--- src/rtl/fsm_seq_pkg.sv ---
// Shared state encoding and {a,b,c,d} drive patterns for the checkpoint-FSM sequencer.
// The drive patterns are Moore outputs, so they add no latency and apply no backpressure.
package fsm_seq_pkg;

  typedef enum logic [3:0] {
    IDLE   = 4'd0,
    CLEAR  = 4'd1,
    STEP_C = 4'd2,
    STEP_A = 4'd3,
    DONE   = 4'd4,
    EXIT_A = 4'd5,
    EXIT_B = 4'd6,
    EXIT_D = 4'd7,
    ERR    = 4'd8
  } seq_state_t;

  // Bit order is {a,b,c,d}
  localparam logic [3:0] DRV_IDLE  = 4'b0001;
  localparam logic [3:0] DRV_CLEAR = 4'b0000;
  localparam logic [3:0] DRV_C     = 4'b0010;
  localparam logic [3:0] DRV_A     = 4'b1000;
  localparam logic [3:0] DRV_B     = 4'b0100;
  localparam logic [3:0] DRV_D     = 4'b0001;

  // Returns {checked, expected value} of fsm.finished for a sequencer state
  function automatic logic [1:0] fin_expect(seq_state_t s);
    logic [1:0] r;
    r = 2'b00;
    case (s)
      CLEAR, STEP_C, EXIT_B, EXIT_D, ERR: r = 2'b10;
      DONE:                               r = 2'b11;
      default:                            r = 2'b00;
    endcase
    return r;
  endfunction

endpackage

--- src/rtl/fsm_seq_watchdog.sv ---
// Cycle counter bounding the STEP_A wait; expired is high once TIMEOUT-1 counts accumulate.
// Combinational compare on the registered count; no backpressure.
module fsm_seq_watchdog #(
  parameter int TIMEOUT = 16,
  parameter int TO_W    = 8
) (
  input  logic clk,
  input  logic rst,
  input  logic clr,
  input  logic en,
  output logic expired
);

  localparam logic [TO_W-1:0] LAST = TO_W'(TIMEOUT - 1);

  logic [TO_W-1:0] cnt;

  always_ff @(posedge clk) begin
    if (rst || clr) begin
      cnt <= '0;
    end else if (en) begin
      cnt <= cnt + TO_W'(1);
    end
  end

  assign expired = (cnt == LAST);

endmodule

--- src/rtl/fsm_seq_ctrl.sv ---
// Walks the checkpoint FSM INIT->S0->S2->S3 and back to INIT; done 5 cycles after req, idle after 9.
// req ignored while busy; build with FSM_SEQ_INTEGRITY_EN to abort when finished disagrees with the state.
module fsm_seq_ctrl
  import fsm_seq_pkg::*;
#(
  parameter int TIMEOUT = 16,
  parameter int TO_W    = 8
) (
  input  logic clk,
  input  logic rst,
  input  logic req,
  output logic busy,
  output logic done,
  output logic err,
  input  logic finished,
  output logic a,
  output logic b,
  output logic c,
  output logic d,
  output logic fsm_rst
);

  seq_state_t state;
  seq_state_t nxt;
  logic [3:0] drv;
  logic       expired;
  logic       wd_clr;
  logic       wd_en;
`ifdef FSM_SEQ_INTEGRITY_EN
  logic [1:0] fin_chk;
`endif

  // Counter is held at zero outside STEP_A, so it starts from zero on every entry
  assign wd_clr = (state != STEP_A);
  assign wd_en  = (state == STEP_A) && !finished;

  fsm_seq_watchdog #(
    .TIMEOUT(TIMEOUT),
    .TO_W   (TO_W)
  ) u_wd (
    .clk    (clk),
    .rst    (rst),
    .clr    (wd_clr),
    .en     (wd_en),
    .expired(expired)
  );

  always_ff @(posedge clk) begin
    if (rst) begin
      state <= IDLE;
    end else begin
      state <= nxt;
    end
  end

  always_comb begin
    nxt     = IDLE;
    drv     = DRV_IDLE;
    busy    = 1'b1;
    done    = 1'b0;
    err     = 1'b0;
    fsm_rst = 1'b0;
    case (state)
      IDLE: begin
        busy = 1'b0;
        nxt  = req ? CLEAR : IDLE;
      end
      CLEAR: begin
        drv = DRV_CLEAR;
        nxt = STEP_C;
      end
      STEP_C: begin
        drv = DRV_C;
        nxt = STEP_A;
      end
      STEP_A: begin
        drv = DRV_A;
        // finished takes priority over a timeout in the same cycle
        if (finished)     nxt = DONE;
        else if (expired) nxt = ERR;
        else              nxt = STEP_A;
      end
      DONE: begin
        drv  = DRV_A;
        done = 1'b1;
        nxt  = EXIT_A;
      end
      EXIT_A: begin
        drv = DRV_CLEAR;
        nxt = EXIT_B;
      end
      EXIT_B: begin
        drv = DRV_B;
        nxt = EXIT_D;
      end
      EXIT_D: begin
        drv = DRV_D;
        nxt = IDLE;
      end
      ERR: begin
        fsm_rst = 1'b1;
        err     = 1'b1;
        nxt     = IDLE;
      end
      default: begin
        nxt = IDLE;
      end
    endcase
`ifdef FSM_SEQ_INTEGRITY_EN
    fin_chk = fin_expect(state);
    if (fin_chk[1] && (finished != fin_chk[0])) nxt = ERR;
`endif
  end

  assign {a, b, c, d} = drv;

endmodule
--- config.mk ---
export PLATFORM = sky130hd
export DESIGN_NAME = fsm_seq_ctrl
export DESIGN_NICKNAME = d
export VERILOG_FILES = /design/src/rtl/fsm_seq_pkg.sv /design/src/rtl/fsm_seq_watchdog.sv /design/src/rtl/fsm_seq_ctrl.sv
export SDC_FILE = /design/constraint.sdc
export NUM_CORES = 1
export LEC_CHECK = 0
export ABC_AREA = 1
export CAP_MARGIN = 0
export CELL_PAD_IN_SITES_DETAIL_PLACEMENT = 0
export CELL_PAD_IN_SITES_GLOBAL_PLACEMENT = 1
export CORE_MARGIN = 1.5
export CORE_UTILIZATION = 37
export CTS_CLUSTER_SIZE = 10
export DETAILED_ROUTE_END_ITERATION = 16
export GPL_TIMING_DRIVEN = 1
export HOLD_SLACK_MARGIN = 0.08
export PLACE_DENSITY = 0.82
export SYNTH_ARGS = -nofsm -noshare
export SYNTH_HDL_FRONTEND = slang
export SYNTH_SLANG_ARGS = --single-unit
--- constraint.sdc ---
create_clock -name clk -period 2.6 [get_ports clk]
set_clock_uncertainty 0.2 [all_clocks]
set_input_delay 0.52 -clock clk [delete_from_list [all_inputs] [get_ports clk]]
set_output_delay 0.52 -clock clk [all_outputs]
set_load 0.005 [all_outputs]
==> metrics <==
result of the run=finished clean; crit-path cells=nor2_1 -> inv_1 -> nor3_1 -> clkdlybuf4s50_1; power density cells=463 nW/um2; final-report max-slew violation count=0; buffers inserted by post-CTS timing repair=0; sort of element at the end of the critical path=output pin; Syn Nets=112; ratio of final minimum period to clock period=91.1%; clock tree from TritonCTS=yes; depth of the most critical reg-to-reg path=6; Startpoint Class=flip-flop; fraction of power consumed by the clock network=29.0%; grt total ovfl=0; total power after layout=0.393 mW; startpoint of the most critical register-to-register path=u_wd.cnt[0]; number of buffers and inverters on the critical path=2; sequential-to-total area share from yosys stat=34.2%; Primary FF master, synth=sky130_fd_sc_hd__dfxtp_1; Crit Path Max Fanout=4; RSZ-0062 raised after global routing=no; most common cell in the synthesized netlist=sky130_fd_sc_hd__nand2_1; total clock sinks=12; required arrival time at the worst endpoint=1.88 ns; internal cell power=0.287 mW; Cell Area, Synth=703 um2; highest-delay cell along the critical path=sky130_fd_sc_hd__clkdlybuf4s50_1; max-cap violations=0; Clk Latency, worst-skew pair=0.27 ns; Worst-Margin Slew=0.512 ns; R2R Path End=state[0]; Sequential cell area=240 um2; antenna violations before repair=0; combinational power share=21.3%; Warnings, synthesis=0; overall die height=46.6 um; share of post-route cells with drive strength above 1=13.4%; sequential cell fraction of total power=49.7%; critical path class=flip-flop to output pin; largest delay contributor family on the critical path=buffers and inverters; register-to-register path setup slack=1.01 ns; DRC=0; ratio of routed vias to standard cells=4.63; vias after detailed routing=666; final antenna diode count=0; # IOs=12; total global-route track usage=14.3%; area of all placed cells without fillers=848 um2; number of buffers between clock root and the deepest sink=2; hold buffer count at CTS=0; relative area change from synthesis to final layout=20.6%; instance area after placement=826 um2; placed cell count=141; detailed-router iteration count before antenna repair=5; highest ir drop seen on vdd=0.278 mV; library cell used as clock root buffer=sky130_fd_sc_hd__clkbuf_4; power dissipated by switching net loads=0.106 mW; Resize count post-CTS=0; post-DR wirelength/cell=9.26 um; Hold Path Stages=2; worst hold endpoint=u_wd.cnt[7]; violation count after the first detailed-routing iteration=11; count of flip-flops with a built-in enable after synthesis=0; number of flip-flops and latches in the synthesized netlist=12; cell accounting for the most synthesized area=sky130_fd_sc_hd__dfxtp_1; number of buffers added on ports=11; total wire length=1330 um; CP Data Arrival Time=1.65 ns; Num CTS Buffers=3; top achievable clock speed=422 MHz; minimum clock period after layout=2.37 ns; number of hold violations in the final report=0; sum of negative setup slack=0 ns; number of filler cells placed in the layout=194; DP HPWL=1050 um; synth unique cells=22; leakage power figure=0.323 nW; largest incremental delay on the critical path=0.54 ns; post-layout net count=126; top cells by count, synth=sky130_fd_sc_hd__nand2_1, sky130_fd_sc_hd__inv_1, sky130_fd_sc_hd__nor2_1; post-synth top area share=34.2%; switching part of the total=27.1%; Die W=46.6 um; top post-synthesis cells by area=sky130_fd_sc_hd__dfxtp_1, sky130_fd_sc_hd__nand2_1, sky130_fd_sc_hd__inv_1; remaining antenna violation count=0; multi-input combinational cell area=380 um2; Core Region=1760 um2; Mapped Avg Cell Area=6.57 um2; vias in the first global route=562; RePlAce Congestion=0.806; H-tree lvl count=1; type of the worst min-delay path=flip-flop to flip-flop; asr flop ratio synth=0%; starting utilization of the core area=39.9%; post-layout instance count excluding filler cells=144; clock transition at the registers of the reported paths=0.07 ns; wire length of the first global-routing pass=2210 um; Cells after Synth=107; pin count of the biggest net entering global routing=12; worst max-slew margin expressed relative to the limit=65.5%; Die Area=2170 um2; start point of the worst hold path=u_wd.cnt[7]; Final Setup Violations=0; number of rows in the core area=15
worst reg2reg max path, cell delays in order (launching register included):
cell                      delay, ns
sky130_fd_sc_hd__dfxtp_1       0.37
sky130_fd_sc_hd__ha_1          0.23
sky130_fd_sc_hd__nand2_1       0.09
sky130_fd_sc_hd__nor2_1        0.18
sky130_fd_sc_hd__nand4_1       0.20
sky130_fd_sc_hd__nand2_2       0.14
sky130_fd_sc_hd__a21oi_2       0.06
worst max-delay path by stage:
stage | start | slack, ns | cells past startpoint | endpoint
6_report | state[1] | 0.23 | 4 | fsm_rst
5_1_grt | state[2] | 0.12 | 5 | b
4_1_cts | state[1] | 0.22 | 4 | fsm_rst
3_5_place_dp | state[1] | 0.52 | 4 | fsm_rst
3_3_place_gp | state[2] | 0.56 | 5 | b
2_1_floorplan | state[1] | 0.92 | 4 | fsm_rst
layout by cell type, fill, tap and decap left out:
cell                              instances
sky130_fd_sc_hd__clkdlybuf4s50_1         11
sky130_fd_sc_hd__and3_1                   1
sky130_fd_sc_hd__nor3_1                   1
sky130_fd_sc_hd__nor2_4                   2
sky130_fd_sc_hd__clkbuf_4                 3
sky130_fd_sc_hd__nand3_2                  1
sky130_fd_sc_hd__nand4_1                  1
sky130_fd_sc_hd__inv_2                    3
sky130_fd_sc_hd__nor2_1                  13
sky130_fd_sc_hd__nand2_2                  1
sky130_fd_sc_hd__ha_1                     1
sky130_fd_sc_hd__dfxtp_1                 12
sky130_fd_sc_hd__nand3_1                  8
sky130_fd_sc_hd__nor3_2                   1
sky130_fd_sc_hd__nand2_4                  1
sky130_fd_sc_hd__xor2_1                   1
sky130_fd_sc_hd__nor2_2                   1
sky130_fd_sc_hd__a21oi_2                  3
sky130_fd_sc_hd__a21oi_1                  6
sky130_fd_sc_hd__nand2_1                 32
sky130_fd_sc_hd__inv_1                   14
sky130_fd_sc_hd__o21ai_0                  2
cell type report:
| type | count | area share [%] |
|---|---|---|
| multi-input cells | 76 | 44.8 |
| flip-flops and latches | 12 | 28.3 |
| repair buffers | 11 | 13.0 |
| inverters | 17 | 7.52 |
| well taps | 25 | 3.69 |
| clock buffers | 3 | 2.65 |
flip-flops by register name, summed over array words and instances, names as in the netlist:
signal / count
u_wd.cnt: 8
state: 4
per-layer routing:
layer	global-route usage [%]	part of all wire, %	vias up	wire (um)
met4	8.57	2.2	0	30
met3	2.35	5.1	5	68
li1	-	-	355	-
met2	23.6	45	17	602
met1	17.1	47	289	633
met5	0	0	-	0
cells by family after synthesis:
kind of cell,synth area share [%]
XOR/XNOR,1.25
flip-flops,34.2
buffers and inverters,11.7
adder cells (fa/ha/maj),1.78
AO/OA/AOI/OAI,9.43
AND/OR/NAND/NOR,41.6
through the flow:
| step | utilization [%] | setup slack, ns | hold slack [ns] |
|---|---|---|---|
| after floorplan | - | 0.917 | 0.254 |
| after global placement | 46.8 | 0.559 | 0.269 |
| after detailed placement | 46.8 | 0.523 | 0.282 |
| after CTS | 48.1 | 0.220 | 0.292 |
| after global routing | 48.1 | 0.118 | 0.314 |
| final | 48.1 | 0.231 | 0.286 |
power groups by stage:
stage	clock network (mW)	logic (mW)	registers, mW
after global placement	0	0.0856	0.199
after CTS	0.114	0.0853	0.195
final	0.114	0.0838	0.195
after global routing	0.122	0.0943	0.196
after detailed placement	0	0.0847	0.200
after floorplan	0	0.0472	0.199
Power figures use the tool's default switching activity.
